**src/rtl/pc060ha_master_seq.sv**
```systemverilog
// Host-side sequencer for the PC060HA master port: turns byte-level SEND/RECV/
// SLVRST/FLAGS requests into nibble-wide index/data bus accesses with flag polling.
module pc060ha_master_seq #(
  parameter int STROBE     = 2,
  parameter int POLL_LIMIT = 255
) (
  input  logic       MCLK,
  input  logic       nRESET,
  input  logic       REQ,
  input  logic [1:0] OP,
  input  logic       CH,
  input  logic [7:0] WDATA,
  output logic       BUSY,
  output logic       ACK,
  output logic [7:0] RDATA,
  output logic       ERR,
  output logic       nMCS,
  output logic       nMRD,
  output logic       nMWR,
  output logic       MA0,
  output logic [3:0] MD_O,
  output logic       MD_OE,
  input  logic [3:0] MD_I
);

  localparam logic [1:0] OP_SEND   = 2'b00;
  localparam logic [1:0] OP_RECV   = 2'b01;
  localparam logic [1:0] OP_SLVRST = 2'b10;
  localparam logic [1:0] OP_FLAGS  = 2'b11;

  localparam logic [3:0] FLAG_IDX = 4'h4;

  localparam int            SW        = (STROBE > 1) ? $clog2(STROBE) : 1;
  localparam logic [SW-1:0] STB_LAST  = SW'(STROBE - 1);
  localparam logic [7:0]    POLL_LAST = 8'(POLL_LIMIT - 1);

  typedef enum logic [2:0] {
    ST_IDLE,
    ST_POLL_IDX,
    ST_POLL_RD,
    ST_XFER_IDX,
    ST_XFER_LO,
    ST_XFER_HI
  } state_t;

  typedef enum logic [2:0] {
    PH_NONE,
    PH_SETUP,
    PH_STROBE,
    PH_HOLD,
    PH_GAP
  } phase_t;

  state_t        state_q;
  phase_t        phase_q;
  logic [1:0]    op_q;
  logic          ch_q;
  logic [7:0]    wdata_q;
  logic [7:0]    poll_cnt_q;
  logic [SW-1:0] stb_cnt_q;
  logic          acc_wr_q;
  logic [3:0]    rd_nib_q;
  logic [3:0]    lo_nib_q;
  logic          busy_q;
  logic          ack_q;
  logic [7:0]    rdata_q;
  logic          err_q;
  logic          nmcs_q;
  logic          nmrd_q;
  logic          nmwr_q;
  logic          ma0_q;
  logic [3:0]    md_o_q;
  logic          md_oe_q;

  // Decision taken as an access leaves GAP; CHECK costs no clock of its own.
  state_t     step_d;
  logic       finish_d;
  logic       timeout_d;
  logic       retry_d;
  logic       rdata_load_d;
  logic [7:0] rdata_d;
  logic       poll_pass;

  always_comb begin
    step_d       = state_q;
    finish_d     = 1'b0;
    timeout_d    = 1'b0;
    retry_d      = 1'b0;
    rdata_load_d = 1'b0;
    rdata_d      = rdata_q;
    poll_pass    = (op_q == OP_RECV) ? rd_nib_q[{1'b1, ch_q}] : ~rd_nib_q[{1'b0, ch_q}];
    case (state_q)
      ST_POLL_IDX: step_d = (op_q == OP_SLVRST) ? ST_XFER_LO : ST_POLL_RD;
      ST_POLL_RD: begin
        if (op_q == OP_FLAGS) begin
          finish_d     = 1'b1;
          rdata_load_d = 1'b1;
          rdata_d      = {4'b0000, rd_nib_q};
        end else if (poll_pass) begin
          step_d = ST_XFER_IDX;
        end else if (poll_cnt_q == POLL_LAST) begin
          finish_d  = 1'b1;
          timeout_d = 1'b1;
        end else begin
          retry_d = 1'b1;
          step_d  = ST_POLL_IDX;
        end
      end
      ST_XFER_IDX: step_d = ST_XFER_LO;
      ST_XFER_LO: begin
        if (op_q == OP_SLVRST) finish_d = 1'b1;
        else                   step_d   = ST_XFER_HI;
      end
      ST_XFER_HI: begin
        finish_d = 1'b1;
        if (op_q == OP_RECV) begin
          rdata_load_d = 1'b1;
          rdata_d      = {rd_nib_q, lo_nib_q};
        end
      end
      default: step_d = ST_IDLE;
    endcase
  end

  // Bus attributes of the access about to be launched at this edge.
  state_t     launch_st;
  logic       acc_ma0;
  logic       acc_wr;
  logic [3:0] acc_nib;

  always_comb begin
    launch_st = (phase_q == PH_GAP) ? step_d : state_q;
    acc_ma0   = 1'b1;
    acc_wr    = 1'b0;
    acc_nib   = 4'h0;
    case (launch_st)
      ST_POLL_IDX: begin
        acc_ma0 = 1'b0;
        acc_wr  = 1'b1;
        acc_nib = FLAG_IDX;
      end
      ST_XFER_IDX: begin
        acc_ma0 = 1'b0;
        acc_wr  = 1'b1;
        acc_nib = {2'b00, ch_q, 1'b0};
      end
      ST_XFER_LO: begin
        acc_wr  = (op_q != OP_RECV);
        acc_nib = (op_q == OP_SLVRST) ? {3'b000, wdata_q[0]} : wdata_q[3:0];
      end
      ST_XFER_HI: begin
        acc_wr  = (op_q != OP_RECV);
        acc_nib = wdata_q[7:4];
      end
      default: ;
    endcase
  end

  always_ff @(posedge MCLK or negedge nRESET) begin
    if (!nRESET) begin
      state_q    <= ST_IDLE;
      phase_q    <= PH_NONE;
      op_q       <= OP_SEND;
      ch_q       <= 1'b0;
      wdata_q    <= 8'h00;
      poll_cnt_q <= 8'h00;
      stb_cnt_q  <= '0;
      acc_wr_q   <= 1'b0;
      rd_nib_q   <= 4'h0;
      lo_nib_q   <= 4'h0;
      busy_q     <= 1'b0;
      ack_q      <= 1'b0;
      rdata_q    <= 8'h00;
      err_q      <= 1'b0;
      nmcs_q     <= 1'b1;
      nmrd_q     <= 1'b1;
      nmwr_q     <= 1'b1;
      ma0_q      <= 1'b0;
      md_o_q     <= 4'h0;
      md_oe_q    <= 1'b0;
    end else begin
      ack_q <= 1'b0;
      case (phase_q)
        PH_NONE: begin
          if (state_q == ST_IDLE) begin
            if (REQ) begin
              op_q       <= OP;
              ch_q       <= CH;
              wdata_q    <= WDATA;
              poll_cnt_q <= 8'h00;
              busy_q     <= 1'b1;
              state_q    <= ST_POLL_IDX;
            end
          end else begin
            state_q  <= launch_st;
            phase_q  <= PH_SETUP;
            nmcs_q   <= 1'b0;
            ma0_q    <= acc_ma0;
            md_o_q   <= acc_wr ? acc_nib : 4'h0;
            md_oe_q  <= acc_wr;
            acc_wr_q <= acc_wr;
          end
        end
        PH_SETUP: begin
          phase_q   <= PH_STROBE;
          stb_cnt_q <= STB_LAST;
          if (acc_wr_q) nmwr_q <= 1'b0;
          else          nmrd_q <= 1'b0;
        end
        PH_STROBE: begin
          if (stb_cnt_q == '0) begin
            phase_q <= PH_HOLD;
            nmrd_q  <= 1'b1;
            nmwr_q  <= 1'b1;
            if (!acc_wr_q) rd_nib_q <= MD_I;
          end else begin
            stb_cnt_q <= stb_cnt_q - 1'b1;
          end
        end
        PH_HOLD: begin
          phase_q <= PH_GAP;
          nmcs_q  <= 1'b1;
          md_oe_q <= 1'b0;
        end
        PH_GAP: begin
          if (retry_d) poll_cnt_q <= poll_cnt_q + 8'd1;
          if (state_q == ST_XFER_LO) lo_nib_q <= rd_nib_q;
          if (finish_d) begin
            state_q <= ST_IDLE;
            phase_q <= PH_NONE;
            busy_q  <= 1'b0;
            ack_q   <= 1'b1;
            err_q   <= timeout_d;
            if (rdata_load_d) rdata_q <= rdata_d;
          end else begin
            // Next access starts straight after GAP, no idle clock between.
            state_q  <= launch_st;
            phase_q  <= PH_SETUP;
            nmcs_q   <= 1'b0;
            ma0_q    <= acc_ma0;
            md_o_q   <= acc_wr ? acc_nib : 4'h0;
            md_oe_q  <= acc_wr;
            acc_wr_q <= acc_wr;
          end
        end
        default: phase_q <= PH_NONE;
      endcase
    end
  end

  assign BUSY  = busy_q;
  assign ACK   = ack_q;
  assign RDATA = rdata_q;
  assign ERR   = err_q;
  assign nMCS  = nmcs_q;
  assign nMRD  = nmrd_q;
  assign nMWR  = nmwr_q;
  assign MA0   = ma0_q;
  assign MD_O  = md_o_q;
  assign MD_OE = md_oe_q;

endmodule

```
**config.mk**
```make
export PLATFORM = sky130hd
export DESIGN_NAME = pc060ha_master_seq
export DESIGN_NICKNAME = d
export VERILOG_FILES = /design/src/rtl/pc060ha_master_seq.sv
export SDC_FILE = /design/constraint.sdc
export NUM_CORES = 1
export LEC_CHECK = 0
export ABC_AREA = 1
export CAP_MARGIN = 20
export CORE_MARGIN = 2
export CORE_UTILIZATION = 40
export DETAILED_ROUTE_END_ITERATION = 8
export DONT_BUFFER_PORTS = 1
export HOLD_SLACK_MARGIN = 0.15
export PLACE_DENSITY = 0.68
export SYNTH_ARGS = -nofsm -noshare
export SYNTH_HDL_FRONTEND = slang
export SYNTH_SLANG_ARGS = --single-unit
```
**constraint.sdc**
```tcl
create_clock -name MCLK -period 1.75 [get_ports MCLK]
set_input_delay 0.175 -clock MCLK [delete_from_list [all_inputs] [get_ports MCLK]]
set_output_delay 0.175 -clock MCLK [all_outputs]
set_load 0.02 [all_outputs]
```
==> results.txt <==
----------------------------------------------------
[GRT]
  Wire length of the first global-routing pass ... 10.6 mm
  Gr usage total ... 17.3%
  Antenna violations before repair ... 0
  Largest net degree at the start of global routing ... 56
  Number of global-route vias before repair ... 2,428
  Residual overflow from global routing ... 0

[Clock network]
  Sink Count ... 55
  Clk buf depth ... 2
  CTS tree ... built
  CTS H-tree lvls ... 2
  Clk slew on worst S/H paths ... 0.10 ns
  Clk_lat worst skew ... roughly 0.31 ns
  Number of buffers created by CTS ... 5
  Clock tree root buffer cell ... clkbuf_8

[Placement]
  Cell Area, Placed ... 0.00301 mm^2
  Placed cell count ... 446
  Port Buffers ... 0
  DP HPWL ... 4.26 mm
  Routability cong. ... 0.877

[Pwr]
  Switching power ... 2700 uW
  Switching power as a share of total power ... 44.3%
  Part of the total power dissipated in combinational logic ... 47.9%
  Leakage power summed over all cells ... 0.00174 uW
  Worst-case vdd ir drop ... between 0.8 and 0.9 mV
  Internal power ... roughly 3400 uW
  Sequential cell fraction of total power ... 37.9%
  Clock share of power ... 14.2%
  Power per unit of standard cell area ... 1690 mW/mm^2

[Synthesis]
  Number of synthesis warnings ... 0
  Cell type with the largest total area after synthesis ... dfrtp_1
  Post-Synthesis Net Count ... 358
  Seq cells post-synth ... 55
  Biggest area contributors in the synthesized netlist ... dfrtp_1 (46%), nand2_1 (13%), inv_1 (4.6%)
  Number of flops mapped to enable cells by yosys ... 0
  Share of Yosys cell area claimed by the top area cell type ... between 40% and 50%
  Gate Count Post-Synth ... ~340
  Synthesized area ... 0.00280 mm^2
  Most used standard cells in the synthesized netlist ... nand2_1 (94), dfrtp_1 (52), inv_1 (34)
  Predominant post-synthesis flop cell ... dfrtp_1
  Mapped Avg Cell Area ... just over 8 um^2
  Register area share after synthesis ... 49.3%
  Cell with the most instances after synthesis ... nand2_1
  Distinct cells, synth ... 36
  Asr flop ratio synth ... 100%

[Critical path]
  Element type at the critical path start ... flip-flop
  Register-to-Register Setup Slack ... -0.03 ns
  Startpoint-to-endpoint class of the critical path ... flip-flop to flip-flop
  Worst setup path startpoint ... op_q[1]
  Setup crit end kind ... flip-flop
  Arrival time of the worst setup path ... 2.03 ns
  Max FO, Critical Path ... 7
  Data required, critical path ... 2.00 ns
  Reg-to-reg startpoint ... op_q[1]
  Critical R2R Capture ... MD_O[1]
  End point of the critical path ... MD_O[1]
  Worst-case reg-to-reg path depth ... 14

[Timing]
  Setup Viol. Count Final ... 4
  Worst-margin pin slew ... 0.364 ns
  Summed negative setup slack over all endpoints ... -0.0775 ns
  Ratio of final minimum period to clock period ... 102%
  Tightest slew margin relative to the limit ... 75.8%
  Maximum frequency from static timing analysis ... 562 MHz
  Final Hold Vio Count ... 0
  Number of pins exceeding their max-slew limit in the final report ... 0
  Fin Clk Skew ... roughly 0.0059 ns
  Minimum period implied by the final worst setup slack ... between 1.5 and 2 ns
  Unrepaired setup endpoints after global routing ... yes
  Worst setup slack after layout ... -0.0297 ns

[Hold path]
  Hold path cells ... 3
  Type of the worst min-delay path ... primary input to flip-flop

[Finish]
  Final core area utilization ... a little over half
  Net count of the finished layout ... 413
  Share of post-route cells with drive strength above 1 ... 32.5%
  Fillers ... 639
  Final Instance Area ... 0.00362 mm^2
  Number of antenna diodes ... 0
  Area added between synthesis and finish ... 29.2%
  Non-Filler Instances ... 490

[Job]
  Total of max-cap violations ... 0

[Die]
  Starting Density ... 41.2%
  Width of the chip ... 87.7 um
  Placeable Area ... 0.00679 mm^2
  Number of top-level pins ... 38
  Die area ... 0.00769 mm^2
  Vertical die dimension ... 87.7 um
  Standard-cell row count ... 30

[Drt]
  Final WL ... 6.16 mm
  Detail-routed net length per standard cell ... 12.6 um
  Iteration-0 DRC count of the detailed router ... approximately 90
  Remaining antenna violation count after routing ... 0
  Detailed-route via count ... 2,375
  Via density per instance ... between 4 and 5
  Drt first pass iters ... 4
  DRC Markers ... 0

[Status]
  Failing checks ... negative setup slack
  Result of the run ... complete, but fails checks

----------------------------------------------------
-- worst min path at each step --
stage           start    endpoint  slack (ns)
6_report          REQ  state_q[0]        0.19
5_1_grt           REQ  state_q[0]        0.22
4_1_cts           REQ  state_q[0]        0.23
3_5_place_dp   nRESET    RDATA[1]       -0.12
3_3_place_gp   nRESET    RDATA[0]       -0.12
2_1_floorplan  nRESET         ACK       -0.12
-- critical path, stage by stage (launching register included) --
cell     delay [ns]
dfrtp_1        0.41
buf_4          0.15
nor2_4         0.11
nand3_2        0.11
nand2_2        0.10
nor2_2         0.05
o21ai_2        0.11
nand2_2        0.10
inv_4          0.09
nand2_4        0.06
nand2_4        0.10
inv_6          0.05
a21oi_4        0.15
nand2_1        0.07
nand2_1        0.07
-- power by group through the flow --
stage / clock, uW / sequential, uW / combinational, uW
after floorplan: 0 / 2200 / 1790
after detailed placement: 0 / 2320 / 2270
final: 866 / 2310 / 2920
after global routing: 949 / 2380 / 3270
after global placement: 0 / 2300 / 2210
after CTS: 888 / 2290 / 2500
-- area by class of cell --
cell class                      instances  area, um^2  area share [%]
Multi-Input combinational cell        231        1340            37.1
Timing Repair Buffer                   53         465            12.9
Clock inverter                          2        35.0           0.969
Sequential cell                        55        1380            38.3
Inverter                               47         186            5.15
Tap cell                               96         120            3.32
Clock buffer                            6        82.6            2.28
-- cells in the final DEF, fill, tap and decap left out, types with 2 or more instances in the layout --
cell	Yosys	final
o21ai_1	2	6
buf_4	2	34
o22ai_1	2	2
mux2_2	2	2
inv_2	12	17
inv_1	34	27
nand2_1	94	86
nand2_2	7	12
nor3_4	1	2
a21oi_2	0	4
nor2_1	25	20
a31oi_1	6	6
nand3_1	19	13
buf_6	2	2
nor2_2	6	8
nor3_1	5	3
nor2_4	6	9
o31ai_1	3	3
dfrtp_2	0	3
nand2_4	3	6
xor2_1	2	2
o21ai_0	22	18
nand3_2	1	7
dfstp_2	3	3
dfrtp_1	52	49
inv_4	1	2
dlygate4sd3_1	0	16
a21oi_1	13	9
clkbuf_8	0	6
-- sequential cells by signal, indices dropped and copies added, names as in the netlist, 2 cells and up --
name,flops
lo_nib_q,4
op_q,2
wdata_q,8
RDATA,8
phase_q,3
state_q,3
poll_cnt_q,8
MD_O,4
rd_nib_q,4
-- cells by family after synthesis --
family / count (synthesis) / synth area share (%)
AND/OR/NAND/NOR: 170 / 28.9
AO/OA/AOI/OAI: 55 / 11.7
flip-flops: 55 / 49.3
buffers and inverters: 52 / 7.86
XOR/XNOR: 2 / 0.626
multiplexers: 2 / 0.804
adder cells (fa/ha/maj): 2 / 0.894
-- stage by stage --
step,total power (uW),worst slack [ns],hold WS [ns]
after floorplan,3990,0.0731,-0.121
after global placement,4520,0.0202,-0.120
after detailed placement,4590,-0.0489,-0.120
after CTS,5680,-0.00548,0.234
after global routing,6590,-0.142,0.215
final,6100,-0.0297,0.191
-- what timing repair did --
action | CTS | global route
gates cloned | 0 | 0
endpoints found under the setup margin | 9 | 34
buffers inserted | 8 | 11
gates resized for setup | 13 | 41
pin swaps | 10 | 20
hold buffers | 17 | 0
endpoints found under the hold margin | 70 | 0
-- routing by layer --
layer | vias up | global-route usage (%) | wire, um | share of wire (%)
li1 | 1188 | - | - | -
met1 | 1117 | 22.0 | 2700 | 44
met2 | 61 | 30.5 | 3110 | 50
met3 | 9 | 3.11 | 277 | 4.5
met4 | 0 | 4.48 | 80 | 1.3
met5 | - | 0 | 0 | 0
Power figures use the tool's default switching activity.
